===== src/rtl/json_uart_pkg.sv =====
// json_uart_pkg: shared state type and defaults for the JSON UART transmitter
package json_uart_pkg;
    typedef enum logic [1:0] {IDLE, START, DATA, STOP} tx_state_t;
    localparam int DEFAULT_CLKS_PER_BIT = 868;
    localparam int DEFAULT_FIFO_DEPTH = 32;
    localparam logic UART_IDLE = 1'b1;
endpackage


===== src/rtl/byte_fifo.sv =====
// byte_fifo: synchronous FIFO with drop-on-full and a registered overflow pulse
module byte_fifo #(
    parameter int WIDTH = 8,
    parameter int DEPTH = 32,
    localparam int AW = $clog2(DEPTH),
    localparam int CW = $clog2(DEPTH + 1)
) (
    input  logic             clk,
    input  logic             rst_n,
    input  logic             push,
    input  logic             pop,
    input  logic [WIDTH-1:0] din,
    output logic [WIDTH-1:0] dout,
    output logic [CW-1:0]    count,
    output logic             empty,
    output logic             overflow
);
    localparam int PW = AW + 1;
    logic [WIDTH-1:0] mem_q [DEPTH];
    logic [PW-1:0] wr_ptr_q, wr_ptr_d, rd_ptr_q, rd_ptr_d;
    logic [CW-1:0] count_q, count_d;
    logic overflow_q, overflow_d;
    logic full, wr_en, rd_en;
    always_comb begin
        full       = count_q == CW'(DEPTH);
        empty      = count_q == '0;
        rd_en      = pop && !empty;
        wr_en      = push && (!full || rd_en);
        wr_ptr_d   = wr_ptr_q + PW'(wr_en);
        rd_ptr_d   = rd_ptr_q + PW'(rd_en);
        count_d    = count_q + CW'(wr_en) - CW'(rd_en);
        overflow_d = push && !wr_en;
        dout       = mem_q[rd_ptr_q[AW-1:0]];
        count      = count_q;
        overflow   = overflow_q;
    end
    always_ff @(posedge clk or negedge rst_n) begin
        if (!rst_n) begin
            wr_ptr_q   <= '0;
            rd_ptr_q   <= '0;
            count_q    <= '0;
            overflow_q <= 1'b0;
        end else begin
            wr_ptr_q   <= wr_ptr_d;
            rd_ptr_q   <= rd_ptr_d;
            count_q    <= count_d;
            overflow_q <= overflow_d;
        end
    end
    always_ff @(posedge clk) begin
        if (wr_en) mem_q[wr_ptr_q[AW-1:0]] <= din;
    end
endmodule


===== src/rtl/json_uart_tx.sv =====
// json_uart_tx: FIFO-buffered 8N1 UART transmitter for translator byte bursts
module json_uart_tx
    import json_uart_pkg::*;
#(
    parameter int CLKS_PER_BIT = DEFAULT_CLKS_PER_BIT,
    parameter int FIFO_DEPTH = DEFAULT_FIFO_DEPTH
) (
    input  logic                               clk,
    input  logic                               rst_n,
    input  logic [7:0]                         ascii_in,
    input  logic                               in_valid,
    output logic                               tx,
    output logic                               busy,
    output logic [$clog2(FIFO_DEPTH+1)-1:0]    fifo_count,
    output logic                               overflow
);
    localparam int BW = $clog2(CLKS_PER_BIT);
    localparam logic [BW-1:0] BAUD_MAX = BW'(CLKS_PER_BIT - 1);
    tx_state_t state_q, state_d;
    logic [BW-1:0] baud_q, baud_d;
    logic [2:0] bit_q, bit_d;
    logic [7:0] shift_q, shift_d, head;
    logic tx_q, tx_d, pop, empty, baud_end;
    byte_fifo #(.WIDTH(8), .DEPTH(FIFO_DEPTH)) u_fifo (
        .clk      (clk),
        .rst_n    (rst_n),
        .push     (in_valid),
        .pop      (pop),
        .din      (ascii_in),
        .dout     (head),
        .count    (fifo_count),
        .empty    (empty),
        .overflow (overflow)
    );
    always_comb begin
        baud_end = baud_q == BAUD_MAX;
        state_d  = state_q;
        baud_d   = baud_end ? '0 : baud_q + 1'b1;
        bit_d    = bit_q;
        shift_d  = shift_q;
        tx_d     = tx_q;
        pop      = 1'b0;
        case (state_q)
            IDLE: begin
                baud_d = '0;
                tx_d   = empty ? UART_IDLE : 1'b0;
                if (!empty) begin
                    pop     = 1'b1;
                    shift_d = head;
                    state_d = START;
                end
            end
            START: if (baud_end) begin
                state_d = DATA;
                bit_d   = '0;
                tx_d    = shift_q[0];
            end
            DATA: if (baud_end) begin
                state_d = bit_q == 3'd7 ? STOP : DATA;
                bit_d   = bit_q + 3'd1;
                shift_d = shift_q >> 1;
                tx_d    = bit_q == 3'd7 ? UART_IDLE : shift_q[1];
            end
            STOP: if (baud_end) begin
                state_d = empty ? IDLE : START;
                tx_d    = empty ? UART_IDLE : 1'b0;
                pop     = !empty;
                shift_d = empty ? shift_q : head;
            end
            default: state_d = IDLE;
        endcase
        tx   = tx_q;
        busy = (state_q != IDLE) || !empty;
    end
    always_ff @(posedge clk or negedge rst_n) begin
        if (!rst_n) begin
            state_q <= IDLE;
            baud_q  <= '0;
            bit_q   <= '0;
            shift_q <= '0;
            tx_q    <= UART_IDLE;
        end else begin
            state_q <= state_d;
            baud_q  <= baud_d;
            bit_q   <= bit_d;
            shift_q <= shift_d;
            tx_q    <= tx_d;
        end
    end
endmodule


===== config.mk =====
export PLATFORM = sky130hd
export DESIGN_NAME = json_uart_tx
export DESIGN_NICKNAME = d
export VERILOG_FILES = /design/src/rtl/json_uart_pkg.sv /design/src/rtl/byte_fifo.sv /design/src/rtl/json_uart_tx.sv
export SDC_FILE = /design/constraint.sdc
export NUM_CORES = 1
export LEC_CHECK = 0
export BUFFER_PORTS_ARGS = -buffer_cell sky130_fd_sc_hd__buf_2
export CAP_MARGIN = 20
export CORE_ASPECT_RATIO = 1.4
export CORE_MARGIN = 5
export CORE_UTILIZATION = 45
export DETAILED_ROUTE_END_ITERATION = 10
export GPL_TIMING_DRIVEN = 0
export PLACE_DENSITY = 0.66
export SLEW_MARGIN = 20
export SYNTH_ARGS = -nofsm -noshare
export SYNTH_HDL_FRONTEND = slang
export SYNTH_HIERARCHICAL = 1
export SYNTH_SLANG_ARGS = --single-unit

===== constraint.sdc =====
create_clock -name clk -period 4.2 [get_ports clk]
set_input_delay 0.84 -clock clk [delete_from_list [all_inputs] [get_ports clk]]
set_output_delay 0.84 -clock clk [all_outputs]
set_load 0.05 [all_outputs]

==> flow_metrics.tcl <==
set metrics [dict create \
    clk_latency_ns 0.55 \
    antennaDiodeCount 0 \
    netlist_area_um2 12200 \
    place_ws_ns -0.129 \
    critical_path_class "flip-flop to flip-flop" \
    yosysMostFrequentCell "edfxtp_1" \
    cts-root-buf "clkbuf_16" \
    cp-end-kind "flip-flop" \
    rows 71 \
    numPortBuffers 19 \
    multiInputGateArea_um2 3330 \
    status "finished, final reports clean" \
    regArea_um2 8710 \
    fp.dieW_um 149 \
    synthArstFlopShare_pct 13.8 \
    finish.utilization_pct 51.7 \
    vdd_ir_drop_max_uv 301 \
    synth.avg_cell_area_um2 18.4 \
    core_um2 26800 \
    slew_viol_final 0 \
    min_period_ns 3.85 \
    setup_viol 0 \
    path_clk_slew_ns 0.06 \
    hold_ws_ns 0.172 \
    r2r_start "baud_q[0]$_DFF_PN0_" \
    power.leakage_nw 4.94 \
    ys_seq_area_share_pct 71.2 \
    die-area_um2 30600 \
    finalPower_mw 7.00 \
    antenna_found_initial 0 \
    grtUsageTotal_pct 16.6 \
    r2r_end "u_fifo/mem_q[21][0]$_DFFE_PP_" \
    synth_commonest_cells "edfxtp_1, nor2_1, dfrtp_1" \
    ys_seq_elements 297 \
    yosysTopAreaCell "edfxtp_1" \
    crit_fanout 8 \
    synth_top_area_share_pct 62.8 \
    fillerInstances 2188 \
    die_h_um 205 \
    worstPathRequired_ns 4.38 \
    h-tree-depth 1 \
    final_hold_viol_count 0 \
    rr_worst_depth 9 \
    wl_per_cell_um 22.5 \
    cts_made_buffers 28 \
    drive_gt1_share_pct 21.4 \
    setup_ws_ns 0.352 \
    drc 0 \
    grt_pass1_wl_mm 38.4 \
    tightest_slew_ns 0.732 \
    gp_congestion 0.910 \
    wl_met1_mm 9.65 \
    drtIter0Drc 341 \
    maxCapViolCount 0 \
    yosysWarnings 6 \
    timing.fmax_ghz 0.260 \
    ios 20 \
    reg2reg_slack_ns 0.35 \
    post-dp-hpwl_mm 16.8 \
    min_path_type "input pin to asynchronous set/reset pin" \
    vias 6164 \
    area_growth_syn_to_layout_pct 13.4 \
    yosys_most_used_dff "edfxtp_1" \
    slew_headroom_pct 51.1 \
    cts_sinks 297 \
    start_util_pct 45.6 \
    via_per_inst 5.58 \
    syn_inst 666 \
    cts_tree "built" \
    p_per_area_nw_per_um2 505 \
    postRouteAntennaNets 0 \
    post-route-period-util_pct 91.6 \
    routed_wl_mm 24.9 \
    crit_arrival_ns 4.02 \
    grt_overflow 0 \
    synth.distinct_cells 53 \
    synth-edff-count 256 \
    topRoutingLayerUsed "met4" \
    synthesis.nets 700 \
    grt_max_degree 42 \
    wl_met3_um 974 \
    cts_hold_buf 0 \
    nets 752 \
    crit_path_start_kind "flip-flop" \
    fin_skew_ns 0.0131 \
    wl_met2_mm 13.4 \
    cts_buffer_depth 3 \
    rsz0062_at_grt "no" \
    ys_top_cells_by_area "edfxtp_1, dfrtp_1, mux4_1" \
    first_global_vias 6495 \
    dr.pass1.iters 6 \
]
==> report_power, final <==
| group | total, mW | internal (mW) | switching, mW |
|---|---|---|---|
| clock network | 2.61 | 1.57 | 1.04 |
| logic | 0.874 | 0.267 | 0.607 |
| registers | 3.52 | 3.44 | 0.0751 |
| total | 7.00 | 5.28 | 1.72 |
==> logic make-up after synthesis <==
logic type	synth area share (%)
buffers and inverters	2.32
DFF	71.2
xor gates and xnor gates	1.22
adders and majority gates	2.41
AOI/OAI and AO/OA	4.50
and+or+nand+nor	4.10
muxes	14.3
==> stage by stage <==
step,instances,setup TNS (ns),area (µm²)
2_1_floorplan,666,0,12200
3_3_place_gp,1050,0,12800
3_5_place_dp,1050,-6.37,12800
4_1_cts,1102,-5.61,13800
5_1_grt,1105,0,13900
6_report,1105,0,13900
==> cells in the final DEF (no fill, tap or decap), types with 13 or more instances in the layout <==
| cell type | count |
|---|---|
| edfxtp_1 | 256 |
| mux4_2 | 18 |
| mux2_2 | 17 |
| nand3_1 | 13 |
| nor2_1 | 20 |
| mux4_1 | 30 |
| mux2i_1 | 36 |
| inv_1 | 21 |
| a211oi_1 | 16 |
| buf_2 | 26 |
| ha_1 | 22 |
| nor2_2 | 32 |
| clkbuf_1 | 17 |
| dfrtp_1 | 40 |
| clkbuf_16 | 29 |
==> layer usage <==
layer,vias up,global-route usage (%)
met3,44,2.19
met4,0,6.54
li1,2775,-
met1,3204,19.8
met2,141,30.4
met5,-,0
==> layout make-up <==
type | instances | share of cell area, %
plain buffers | 32 | 1.48
clock buffers | 34 | 5.36
clock inverters | 18 | 1.56
inverters | 21 | 0.568
multi-input cells | 316 | 24.0
flip-flops and latches | 297 | 62.8
well taps | 365 | 3.29
repair buffers | 22 | 0.938
==> sequential cells by signal, indices dropped and copies added, names as in the netlist <==
register	flops
u_fifo/rd_ptr_q	5
tx	1
state_q	2
u_fifo/overflow	1
bit_q	3
shift_q	8
u_fifo/count	6
u_fifo/mem_q	256
u_fifo/wr_ptr_q	5
baud_q	10
==> critical path: stages, from the launching register on <==
cell,delay [ns]
dfrtp_1,0.40
ha_1,0.24
or3b_4,0.41
nor4_4,0.33
a21oi_1,0.14
nor3_1,0.24
nand2b_1,0.16
a31oi_4,0.35
nand3b_1,0.57
nor2_2,0.64
==> worst max path at each step <==
stage | from | endpoint | slack, ns | cells after the start
after detailed placement | baud_q[0]$_DFF_PN0_ | u_fifo/mem_q[20][1]$_DFFE_PP_ | -0.13 | 10
final | baud_q[0]$_DFF_PN0_ | u_fifo/mem_q[21][0]$_DFFE_PP_ | 0.35 | 9
after CTS | baud_q[0]$_DFF_PN0_ | u_fifo/mem_q[22][6]$_DFFE_PP_ | -0.08 | 9
after global placement | baud_q[0]$_DFF_PN0_ | u_fifo/mem_q[20][4]$_DFFE_PP_ | 0.06 | 10
after global routing | baud_q[0]$_DFF_PN0_ | u_fifo/count[5]$_DFF_PN0_ | 0.02 | 15
after floorplan | baud_q[0]$_DFF_PN0_ | u_fifo/count[5]$_DFF_PN0_ | 0.79 | 15
==> what timing repair did <==
action / 4_1_cts / 5_1_grt
setup endpoints to repair: 170 / 258
setup buffers: 0 / 2
hold endpoints to repair: 0 / 0
gates resized for setup: 15 / 18
pin swaps: 0 / 1
(Power assumes the default switching activity.)
